**config.mk**
```make
export PLATFORM = sky130hd
export DESIGN_NAME = debug_ctrl_flat
export DESIGN_NICKNAME = d
export VERILOG_FILES = /design/src/rtl/debug_pkg.sv /design/src/rtl/debug_ctrl_if.sv /design/src/rtl/debug_bp_match.sv /design/src/rtl/debug_ctrl.sv /design/src/flat_wrapper.sv
export SDC_FILE = /design/constraint.sdc
export NUM_CORES = 1
export LEC_CHECK = 0
export BUFFER_PORTS_ARGS = -buffer_cell sky130_fd_sc_hd__buf_2
export CAP_MARGIN = 5
export CORE_MARGIN = 3
export CORE_UTILIZATION = 55
export DETAILED_ROUTE_END_ITERATION = 10
export PLACE_DENSITY_LB_ADDON = 0.1
export REMOVE_ABC_BUFFERS = 1
export SLEW_MARGIN = 20
export SYNTH_ARGS = -nofsm -noshare
export SYNTH_HDL_FRONTEND = slang
export SYNTH_SLANG_ARGS = --single-unit
```
**constraint.sdc**
```tcl
create_clock -name clk -period 5.4 [get_ports clk]
set_clock_uncertainty 0.15 [all_clocks]
set_input_delay 0.27 -clock clk [delete_from_list [all_inputs] [get_ports clk]]
set_output_delay 0.27 -clock clk [all_outputs]
set_load 0.02 [all_outputs]
```
**src/rtl/debug_pkg.sv**
```systemverilog
// Shared types for the debug controller: command opcodes, stop reasons, FSM states.
// Also provides the breakpoint-index width helper used by the interface and the modules.
package debug_pkg;

    typedef enum logic [2:0] {
        OP_NOP    = 3'd0,
        OP_RUN    = 3'd1,
        OP_STEPI  = 3'd2,
        OP_STEPN  = 3'd3,
        OP_BP_SET = 3'd4,
        OP_BP_CLR = 3'd5,
        OP_ABORT  = 3'd6
    } cmd_op_e;

    typedef enum logic [2:0] {
        SR_NONE    = 3'd0,
        SR_STEP    = 3'd1,
        SR_BP      = 3'd2,
        SR_EXIT    = 3'd3,
        SR_ILLEGAL = 3'd4,
        SR_ABORT   = 3'd5,
        SR_WDOG    = 3'd6
    } stop_reason_e;

    typedef enum logic [1:0] {
        ST_IDLE = 2'd0,
        ST_RUN  = 2'd1,
        ST_STEP = 2'd2,
        ST_DONE = 2'd3
    } state_e;

    // Slot index width, never narrower than one bit.
    function automatic int idx_w(input int num_bp);
        return (num_bp > 1) ? $clog2(num_bp) : 1;
    endfunction

endpackage

```
**src/rtl/debug_ctrl_if.sv**
```systemverilog
// Command bus of the debug controller: valid/ready handshake plus opcode and operands.
// The debugger host drives it through the master modport; the controller uses slave.
interface debug_ctrl_if import debug_pkg::*; #(
    parameter int NUM_BP = 4,
    parameter int ADDR_W = 32,
    parameter int STEP_W = 16
) ();
    localparam int IDX_W = idx_w(NUM_BP);

    logic              cmd_valid;
    logic              cmd_ready;
    logic [2:0]        cmd_op;
    logic [STEP_W-1:0] cmd_arg;
    logic [IDX_W-1:0]  bp_idx;
    logic [ADDR_W-1:0] bp_addr;

    modport master (
        output cmd_valid, cmd_op, cmd_arg, bp_idx, bp_addr,
        input  cmd_ready
    );

    modport slave (
        input  cmd_valid, cmd_op, cmd_arg, bp_idx, bp_addr,
        output cmd_ready
    );
endinterface

```
**src/rtl/debug_bp_match.sv**
```systemverilog
// Hardware PC breakpoint bank: NUM_BP address slots with enable bits and parallel comparators.
// hit is the raw match of pc against any enabled slot; the caller qualifies it with retirement.
module debug_bp_match import debug_pkg::*; #(
    parameter int NUM_BP = 4,
    parameter int ADDR_W = 32,
    localparam int IDX_W = idx_w(NUM_BP)
) (
    input  logic              clk,
    input  logic              reset_n,
    input  logic              set_en,
    input  logic              clr_en,
    input  logic [IDX_W-1:0]  idx,
    input  logic [ADDR_W-1:0] addr,
    input  logic [ADDR_W-1:0] pc,
    output logic              hit
);
    localparam logic [IDX_W:0] NUM_SLOTS = (IDX_W + 1)'(NUM_BP);

    logic [NUM_BP-1:0] slot_en;
    logic [ADDR_W-1:0] slot_addr [NUM_BP];
    logic              idx_ok;

    assign idx_ok = ({1'b0, idx} < NUM_SLOTS);

    always_ff @(posedge clk) begin
        if (!reset_n) begin
            slot_en <= '0;
        end else if ((set_en || clr_en) && idx_ok) begin
            slot_en[idx] <= set_en;
        end
    end

    // NOTE: the address array carries no reset; a slot's address is only looked at
    // while its enable bit is set, and enables are what reset clears.
    always_ff @(posedge clk) begin
        if (set_en && idx_ok) begin
            slot_addr[idx] <= addr;
        end
    end

    always_comb begin
        hit = 1'b0;
        for (int i = 0; i < NUM_BP; i++) begin
            if (slot_en[i] && (slot_addr[i] == pc)) begin
                hit = 1'b1;
            end
        end
    end

endmodule

```
**src/rtl/debug_ctrl.sv**
```systemverilog
// CPU debug controller: run/step/breakpoint command FSM with prioritised stop reasons.
// Define DEBUG_CTRL_WATCHDOG_EN to add a no-retire watchdog that stops execution with WDOG.
module debug_ctrl import debug_pkg::*; #(
    parameter int NUM_BP = 4,
    parameter int ADDR_W = 32,
    parameter int STEP_W = 16,
    parameter int WDOG_W = 20
) (
    input  logic              clk,
    input  logic              reset_n,
    debug_ctrl_if.slave       cmd,
    input  logic [ADDR_W-1:0] pc,
    input  logic              instruction_retired,
    input  logic              finish_exec_signal,
    input  logic              unrecognised_opcode_flag,
    output logic              cpu_halt,
    output logic              cmd_done,
    output logic              exit_signal,
    output logic [2:0]        stop_reason,
    output logic [STEP_W-1:0] steps_done
);
    if (NUM_BP < 1 || NUM_BP > 16 || WDOG_W < 2) begin : g_bad_param
        $error("debug_ctrl: parameter out of range");
    end

    state_e            state_q, state_d;
    stop_reason_e      reason_q, reason_d, stop_code;
    logic [STEP_W-1:0] steps_q, target_q, target_d;
    logic              exit_q;
    logic              active, retire, bp_raw, step_hit, wdog_hit;
    logic              start, bp_set, bp_clr, stop;

    assign active = (state_q == ST_RUN) || (state_q == ST_STEP);
    assign retire = active && instruction_retired;

    debug_bp_match #(.NUM_BP(NUM_BP), .ADDR_W(ADDR_W)) u_bp (
        .clk     (clk),
        .reset_n (reset_n),
        .set_en  (bp_set),
        .clr_en  (bp_clr),
        .idx     (cmd.bp_idx),
        .addr    (cmd.bp_addr),
        .pc      (pc),
        .hit     (bp_raw)
    );

    // Target is never zero, so the subtraction cannot wrap.
    assign step_hit = (state_q == ST_STEP) && retire && (steps_q == target_q - STEP_W'(1));

`ifdef DEBUG_CTRL_WATCHDOG_EN
    logic [WDOG_W-1:0] wdog_q;

    always_ff @(posedge clk) begin
        if (!reset_n || !active || retire) begin
            wdog_q <= '0;
        end else begin
            wdog_q <= wdog_q + WDOG_W'(1);
        end
    end

    assign wdog_hit = active && (wdog_q == '1);
`else
    assign wdog_hit = 1'b0;
`endif

    always_comb begin
        stop      = 1'b1;
        stop_code = SR_NONE;
        if (finish_exec_signal)                              stop_code = SR_EXIT;
        else if (unrecognised_opcode_flag)                   stop_code = SR_ILLEGAL;
        else if (cmd.cmd_valid && (cmd.cmd_op == OP_ABORT))  stop_code = SR_ABORT;
        else if (retire && bp_raw)                           stop_code = SR_BP;
        else if (step_hit)                                   stop_code = SR_STEP;
        else if (wdog_hit)                                   stop_code = SR_WDOG;
        else                                                 stop      = 1'b0;
    end

    // NOTE: every output of this block gets a default first, so no path can
    // leave a signal unassigned and infer a latch.
    always_comb begin
        state_d       = state_q;
        reason_d      = reason_q;
        target_d      = target_q;
        cmd.cmd_ready = 1'b0;
        start         = 1'b0;
        bp_set        = 1'b0;
        bp_clr        = 1'b0;
        case (state_q)
            ST_IDLE: begin
                cmd.cmd_ready = 1'b1;
                if (cmd.cmd_valid) begin
                    state_d  = ST_DONE;
                    reason_d = SR_NONE;
                    case (cmd.cmd_op)
                        OP_RUN, OP_STEPI, OP_STEPN: begin
                            start    = 1'b1;
                            target_d = STEP_W'(1);
                            if (cmd.cmd_op == OP_STEPN && cmd.cmd_arg != '0) target_d = cmd.cmd_arg;
                            // Once the program has exited, execution requests bounce straight back.
                            if (exit_q)                       reason_d = SR_EXIT;
                            else if (cmd.cmd_op == OP_RUN)    state_d  = ST_RUN;
                            else                              state_d  = ST_STEP;
                        end
                        OP_BP_SET: bp_set = 1'b1;
                        OP_BP_CLR: bp_clr = 1'b1;
                        default: ;
                    endcase
                end
            end
            ST_RUN, ST_STEP: begin
                cmd.cmd_ready = (cmd.cmd_op == OP_ABORT);
                if (stop) begin
                    state_d  = ST_DONE;
                    reason_d = stop_code;
                end
            end
            default: state_d = ST_IDLE;
        endcase
    end

    // NOTE: state is updated with non-blocking assignments so every register
    // samples the same pre-edge values regardless of statement order.
    always_ff @(posedge clk) begin
        if (!reset_n) begin
            state_q  <= ST_IDLE;
            reason_q <= SR_NONE;
            steps_q  <= '0;
            target_q <= STEP_W'(1);
            exit_q   <= 1'b0;
        end else begin
            state_q  <= state_d;
            reason_q <= reason_d;
            target_q <= target_d;
            if (start) begin
                steps_q <= '0;
            end else if (retire && (steps_q != '1)) begin
                steps_q <= steps_q + STEP_W'(1);
            end
            if (active && finish_exec_signal) exit_q <= 1'b1;
        end
    end

    assign cpu_halt    = !active;
    assign cmd_done    = (state_q == ST_DONE);
    assign exit_signal = exit_q;
    assign stop_reason = reason_q;
    assign steps_done  = steps_q;

endmodule
```
**src/flat_wrapper.sv**
```systemverilog
// flat-port wrapper written by rule: the top's interface ports become plain ports
module debug_ctrl_flat import debug_pkg::*;
#(
    parameter int NUM_BP = 4,
    parameter int ADDR_W = 32,
    parameter int STEP_W = 16,
    parameter int WDOG_W = 20
)
  (clk, reset_n, pc, instruction_retired, finish_exec_signal, unrecognised_opcode_flag, cpu_halt, cmd_done, exit_signal, stop_reason, steps_done, cmd_cmd_valid, cmd_cmd_op, cmd_cmd_arg, cmd_bp_idx, cmd_bp_addr, cmd_cmd_ready);
  debug_ctrl_if #(.NUM_BP(NUM_BP), .ADDR_W(ADDR_W), .STEP_W(STEP_W)) cmd_i ();
  input  logic clk;
  input  logic reset_n;
  input  logic [ADDR_W-1:0] pc;
  input  logic instruction_retired;
  input  logic finish_exec_signal;
  input  logic unrecognised_opcode_flag;
  output logic cpu_halt;
  output logic cmd_done;
  output logic exit_signal;
  output logic [2:0] stop_reason;
  output logic [STEP_W-1:0] steps_done;
  input wire logic [$bits(cmd_i.cmd_valid)-1:0] cmd_cmd_valid;
  input wire logic [$bits(cmd_i.cmd_op)-1:0] cmd_cmd_op;
  input wire logic [$bits(cmd_i.cmd_arg)-1:0] cmd_cmd_arg;
  input wire logic [$bits(cmd_i.bp_idx)-1:0] cmd_bp_idx;
  input wire logic [$bits(cmd_i.bp_addr)-1:0] cmd_bp_addr;
  output wire logic [$bits(cmd_i.cmd_ready)-1:0] cmd_cmd_ready;
  assign cmd_i.cmd_valid = cmd_cmd_valid;
  assign cmd_i.cmd_op = cmd_cmd_op;
  assign cmd_i.cmd_arg = cmd_cmd_arg;
  assign cmd_i.bp_idx = cmd_bp_idx;
  assign cmd_i.bp_addr = cmd_bp_addr;
  assign cmd_cmd_ready = cmd_i.cmd_ready;
  debug_ctrl #(.NUM_BP(NUM_BP), .ADDR_W(ADDR_W), .STEP_W(STEP_W), .WDOG_W(WDOG_W)) u_core (.clk(clk), .reset_n(reset_n), .cmd(cmd_i), .pc(pc), .instruction_retired(instruction_retired), .finish_exec_signal(finish_exec_signal), .unrecognised_opcode_flag(unrecognised_opcode_flag), .cpu_halt(cpu_halt), .cmd_done(cmd_done), .exit_signal(exit_signal), .stop_reason(stop_reason), .steps_done(steps_done));
endmodule
```
==> results of run 1 <==
[cells by family (layout without fill, tap and decap cells)]
logic type	count (synthesis)	in the layout	share of synthesized area, %
AOI/OAI and AO/OA	68	68	5.85
xor gates and xnor gates	155	155	16.8
adders and majority gates	5	5	0.772
muxes	5	5	0.649
buffers and inverters	25	211	1.20
DFF	170	170	57.8
and+or+nand+nor	237	237	16.9
[sequential cells by signal (all words and copies together), names as in the netlist]
signal                 count
u_core.target_q           16
u_core.stop_reason         3
u_core.u_bp.slot_en        4
u_core.u_bp.slot_addr    128
u_core.steps_done         16
u_core.exit_signal         1
u_core.state_q             2
[layer usage]
metal	global-route usage [%]	vias up	share of wire, %
met5	0	-	0
met4	12.1	0	3.9
met3	4.97	62	5.8
met2	50.6	254	51
met1	32.8	2976	39
li1	-	2863	-
[cells in the final DEF, fill, tap and decap left out, types with 6 or more instances in the layout]
master | synthesis | final
nand2_1 | 26 | 26
nand3_1 | 13 | 13
dlygate4sd3_1 | 0 | 50
nor3_1 | 17 | 17
edfxtp_1 | 128 | 128
buf_2 | 3 | 113
and3_1 | 6 | 6
inv_8 | 0 | 7
nor3b_1 | 6 | 6
nor2_1 | 37 | 35
nor4_1 | 41 | 40
nand4b_1 | 6 | 6
inv_1 | 12 | 12
xor2_1 | 78 | 78
dfxtp_1 | 42 | 42
o21ai_0 | 10 | 10
or3_1 | 12 | 12
xnor2_1 | 77 | 77
a21oi_1 | 17 | 17
nand4_1 | 36 | 36
a22o_1 | 15 | 15
clkbuf_16 | 0 | 17
[stage by stage]
step	utilization (%)	power, mW	std cells	hold slack [ps]
finish	70.5	3.12	1031	29.5
global route	70.5	3.24	1031	46.0
CTS	70.5	3.13	1031	11.4
detailed placement	62.9	1.94	949	323
global placement	62.9	1.93	949	297
floorplan	-	1.76	652	216
[worst max-delay path: cells and delay by family, from the launching register on]
kind                      cells  cell delay (ps)
AOI/OAI and AO/OA             2              720
muxes                         1              220
DFF                           1              380
and+or+nand+nor               4             1430
xor gates and xnor gates      1              180
[how the worst min path moves through the flow]
stage,depth (start not counted),from,slack [ps],endpoint
after floorplan,1,cmd_cmd_op[0],220,u_core.u_bp.slot_en[1]
after global placement,2,u_core.stop_reason[2],300,u_core.stop_reason[2]
after detailed placement,2,u_core.state_q[0],320,u_core.state_q[0]
after CTS,3,reset_n,10,u_core.state_q[0]
after global routing,3,reset_n,50,u_core.state_q[0]
final,3,reset_n,30,u_core.state_q[0]
[layout make-up]
cell class                 instances  area share [%]
clock buffer                      18            4.30
clock inverter                    14            1.44
inverter                          12           0.451
multi-input combinational        470            33.6
sequential                       170            47.0
tap                              180            2.26
timing repair buffer             167            11.0
[power by group]
group	switching (mW)	internal (mW)	leakage, nW
Combinational	0.295	0.189	1.74
Clock	0.555	0.617	0.274
Sequential	0.0286	1.44	1.49
[repair_timing]
action,4_1_cts,5_1_grt
hold buffers,50,0
setup buffers,0,0
endpoints found under the hold margin,146,0
endpoints found under the setup margin,0,0
==> results.yml, run 1 <==
cells_and_area:
  diodes: 0
  drive_gt1_share_pct: 19.6
  multi_input_area_sq_um: 3350
  area_delta_synth_final_pct: 23.2
  final_cell_area_sq_um: 9980
  seq_area_sq_um: 4680
  fill_cells: 974
  layout.nets: 934
floorplan:
  dieArea_sq_um: 16200
  die_y_microns: 127
  die_w_microns: 127
  start_util_pct: 57.2
  core_area_sq_um: 14100
  io_pins: 114
  rows: 43
global_route:
  antenna_found_initial: 0
  grt_pass1_wl_microns: 34200
  grt_max_degree: 34
  track_usage_pct: 28.1
  grt-ovfl-total: 0
  grt_pass1_vias: 6248
yosys:
  postSynthRegisterBits: 170
  ys_top_cells_by_area: "edfxtp_1, dfxtp_1, xor2_1"
  syn_area_sq_um: 8100
  synthFlopType: "edfxtp_1"
  yosysWarnings: 0
  synth-async-reset-ratio_pct: 0
  ys_types: 54
  yosysMostFrequentCell: "edfxtp_1"
  synth_top_area_share_pct: 47.5
  synth_commonest_cells: "edfxtp_1, xor2_1, xnor2_1, dfxtp_1, nor4_1"
  synth_area_leader_cell: "edfxtp_1"
  synth_edf_count: 128
  avgSynthCellArea_sq_um: 12.2
  synthCells: 665
  yosysSeqAreaShare_pct: 57.8
critical_path:
  critPathKind: "reg -> reg"
  r2r-end: "u_core.state_q[1]"
  crit_end: "u_core.state_q[1]"
  critPathMaxStageDelay_ps: 640
  reg2reg_from: "u_core.u_bp.slot_addr[3][8]"
  crit_path_top_delay_cell: "nor4_1"
  reg2reg_slack_ps: 2250
  crit_start: "u_core.u_bp.slot_addr[3][8]"
  arrival_ps: 3360
  worstPathCellList: "xor2_1 -> nor4_1 -> nand4_1 -> or3_1 -> a41oi_1 -> nor3_1 -> a21oi_1 -> mux2i_1"
  worstPathMaxFanout: 5
  rr_worst_depth: 8
  end_kind: "flip-flop"
  critPathLaunchType: "flip-flop"
  required_ps: 5610
sta:
  finalMaxSlewViolations: 0
  fin_crit_ps: 3150
  max_freq_mhz: 318
  setup_viol: 0
  hold_violations: 0
  max_slew_margin_pct: 38.0
  worst_pin_slew_ps: 926
  setup_tns_ps: 0
  fin_ws_ps: 2250
  fin_crit_sh_pct: 58.3
  rsz0062_at_grt: "false"
cts:
  clk_pin_slew_worst_paths_ps: 70
  cts_resized: 0
  htreeDepth: 4
  clk_latency_ps: 430
  clkSinkCount: 170
  cts_buffers: 17
  root_buffer: "clkbuf_16"
  cts_tree: "yes"
  clk_path_buf_depth: 2
detailed_routing:
  vias: 6155
  via_per_inst: 5.97
  dr.pass1.iters: 6
  drt-initial-drc-count: 538
  routed_wl_microns: 22400
  postRouteAntennaNets: 0
  routedWlPerCell_microns: 21.7
  drc: 0
run_status:
  status: "completed"
placed_design:
  placed_area_sq_um: 8900
  io_buffer_count: 113
  hpwl_microns: 16200
  place.gp.congestion: 1.01
  pre_cts_ws_ps: 2300
pwr:
  leakage_nw: 3.50
  powerDensity_nw_per_um2: 313
  peakVddDrop_mv: 0.249
min_path:
  hold_class: "in -> reg"
run:
  drv_cap: 0
Note: power is estimated with default switching activity, not from simulation.
==> run 2: changes to the inputs <==
- ABC_AREA: unset -> 1
- clock period: 5.4 -> 2.9 ns (I/O delays scaled with it)
==> run 2 against run 1 <==
Core utilization up 0.51 points. Design area up 5.8%. Highest routed layer is now met5. Largest cell class unchanged. Flip-flop and latch count unchanged. Largest power group unchanged. Die area rose by 5.3%. Synthesized cell count rose by 49%.
==> results.yml, run 2 <==
run_status:
  status: "completed"
cts:
  clk_latency_ps: 420
  post_cts_buffers: 0
  cts_hold_buf: 54
  htreeDepth: 4
  cts_resized: 0
  cts_tree: "yes"
  root_buffer: "clkbuf_16"
  clk_path_buf_depth: 2
  clkSinkCount: 170
  clk_pin_slew_worst_paths_ps: 60
  cts_buffers: 17
detailed_routing:
  drt-met1-wl_microns: 8930
  via_per_inst: 5.19
  routedWlPerCell_microns: 16.6
  wl_met2_microns: 11300
  postRouteAntennaNets: 0
  routed_wl_microns: 22700
  drc: 0
  vias: 7108
  highest_layer: "met5"
  dr.pass1.iters: 5
  wl_met3_microns: 1660
  drt-initial-drc-count: 747
global_route:
  grt_pass1_vias: 6743
  track_usage_pct: 27.3
  grt-ovfl-total: 0
  grt_max_degree: 34
  grt_pass1_wl_microns: 34600
  antenna_found_initial: 2
yosys:
  yosysMostFrequentCell: "nand2_1"
  syn_area_sq_um: 8550
  synthFlopType: "edfxtp_1"
  yosysWarnings: 0
  avgSynthCellArea_sq_um: 8.65
  synth_area_leader_cell: "edfxtp_1"
  yosysSeqAreaShare_pct: 54.8
  synth_top_area_share_pct: 45.0
  postSynthRegisterBits: 170
  ys_types: 40
  synth_edf_count: 128
  synth_commonest_cells: "nand2_1, inv_1, edfxtp_1, nor2_1, o21ai_0"
  ys_top_cells_by_area: "edfxtp_1, nand2_1, dfxtp_1"
  synth-async-reset-ratio_pct: 0
  synthCells: 989
critical_path:
  rr_worst_depth: 13
  reg2reg_slack_ps: 580
  critPathLaunchType: "flip-flop"
  r2r-end: "u_core.steps_done[14]"
  end_kind: "flip-flop"
  arrival_ps: 2490
  worstPathMaxFanout: 6
  reg2reg_from: "u_core.state_q[0]"
  critPathKind: "reg -> reg"
  crit_start: "u_core.state_q[0]"
  required_ps: 3060
cells_and_area:
  diodes: 0
  drive_gt1_share_pct: 15.1
  largest-register: "u_core.u_bp.slot_addr"
  fill_cells: 1154
  area_delta_synth_final_pct: 23.5
  final_common_cell: "nand2_1"
  instances_no_fill: 1370
  layout.nets: 1269
  largest_register_ffs: 128
  final_cell_mix: "nand2_1, inv_1, edfxtp_1"
min_path:
  hold_start: "cmd_cmd_op[2]"
  hold_class: "in -> reg"
  min_path_cells: 4
  hold_path_end: "u_core.state_q[0]"
sta:
  hold_violations: 0
  rsz0062_at_grt: "false"
  fin_crit_sh_pct: 80.1
  fin_ws_ps: 577
  max_slew_margin_pct: 34.4
  max_freq_mhz: 430
  worst_pin_slew_ps: 980
  holdWs_ps: 38.7
  fin_crit_ps: 2320
  finalMaxSlewViolations: 0
  setup_viol: 0
placed_design:
  hpwl_microns: 16700
  dp_cells: 1284
  pre_cts_ws_ps: 595
  place.gp.congestion: 0.957
  io_buffer_count: 113
floorplan:
  rows: 44
  die_y_microns: 131
  die_w_microns: 131
  io_pins: 114
  start_util_pct: 57.5
  core_area_sq_um: 14900
  dieArea_sq_um: 17100
pwr:
  powerDensity_nw_per_um2: 563
  peakVddDrop_mv: 0.459
  leakage_nw: 4.66
run:
  drv_cap: 0
## run 2: cell count changes after synthesis, sizes merged, moves of 21 or more
cell	change
nand3	+34
o21ai	+38
nand2	+269
xnor2	-53
nand4	-21
nor2	+87
inv	+133
xor2	-44
nor4	-37
## run 2: layout make-up
class                           instances  area, sq um  area share [%]
Multi-Input combinational cell        666         3320            31.4
Clock inverter                          9          124            1.17
Tap cell                              184          230            2.18
Inverter                              146          548            5.19
Timing Repair Buffer                  172         1190            11.3
Clock buffer                           23          458            4.34
Sequential cell                       170         4680            44.4
## run 2: critical path, cell delays in order, from the launching register on
cell and delay, ps:
dfxtp_1 360, inv_1 70, ha_1 340, nand2_1 70, inv_1 150, nand2_2 120
inv_1 140, nand2_1 80, nor2_1 130, inv_1 80, nor3_2 180, nand3_1 130
o21ai_0 160, a21oi_1 60
## run 2: how the worst max path moves through the flow
stage               slack [ps]                     endpoint
global placement           670        u_core.steps_done[14]
global route               280        u_core.steps_done[14]
detailed placement         600        u_core.steps_done[14]
floorplan                  -90  u_core.u_bp.slot_addr[0][0]
CTS                        580        u_core.steps_done[14]
finish                     580        u_core.steps_done[14]
## run 2: routing by layer
| layer | vias to the layer above | track usage, % |
|---|---|---|
| li1 | 3561 | - |
| met1 | 3217 | 32.9 |
| met2 | 283 | 47.1 |
| met3 | 43 | 6.26 |
| met4 | 4 | 11.5 |
| met5 | - | 0 |
## run 2: cell families after synthesis
family | count (synthesis) | share of synthesized area (%)
buf+inv | 153 | 6.76
simple gates | 514 | 25.6
flops | 170 | 54.8
compound gates | 88 | 5.88
xor+xnor | 59 | 6.22
fa+ha+maj | 5 | 0.732
## run 2: power breakdown
part / internal (mW) / switching (mW) / leakage (nW) / total, mW
clock: 1.37 / 0.895 / 0.280 / 2.27
combinational: 0.351 / 0.602 / 2.88 / 0.953
sequential: 2.68 / 0.0488 / 1.49 / 2.73
total: 4.40 / 1.55 / 4.66 / 5.95
## run 2: metrics by stage
step / area (sq um) / utilization (%) / setup TNS, ps / power [mW]
CTS: 10600 / 71.0 / 0 / 5.96
floorplan: 8520 / - / -11630 / 3.34
finish: 10600 / 71.0 / 0 / 5.95
global placement: 9430 / 63.5 / 0 / 3.66
global route: 10600 / 71.0 / 0 / 6.20
detailed placement: 9430 / 63.5 / 0 / 3.67
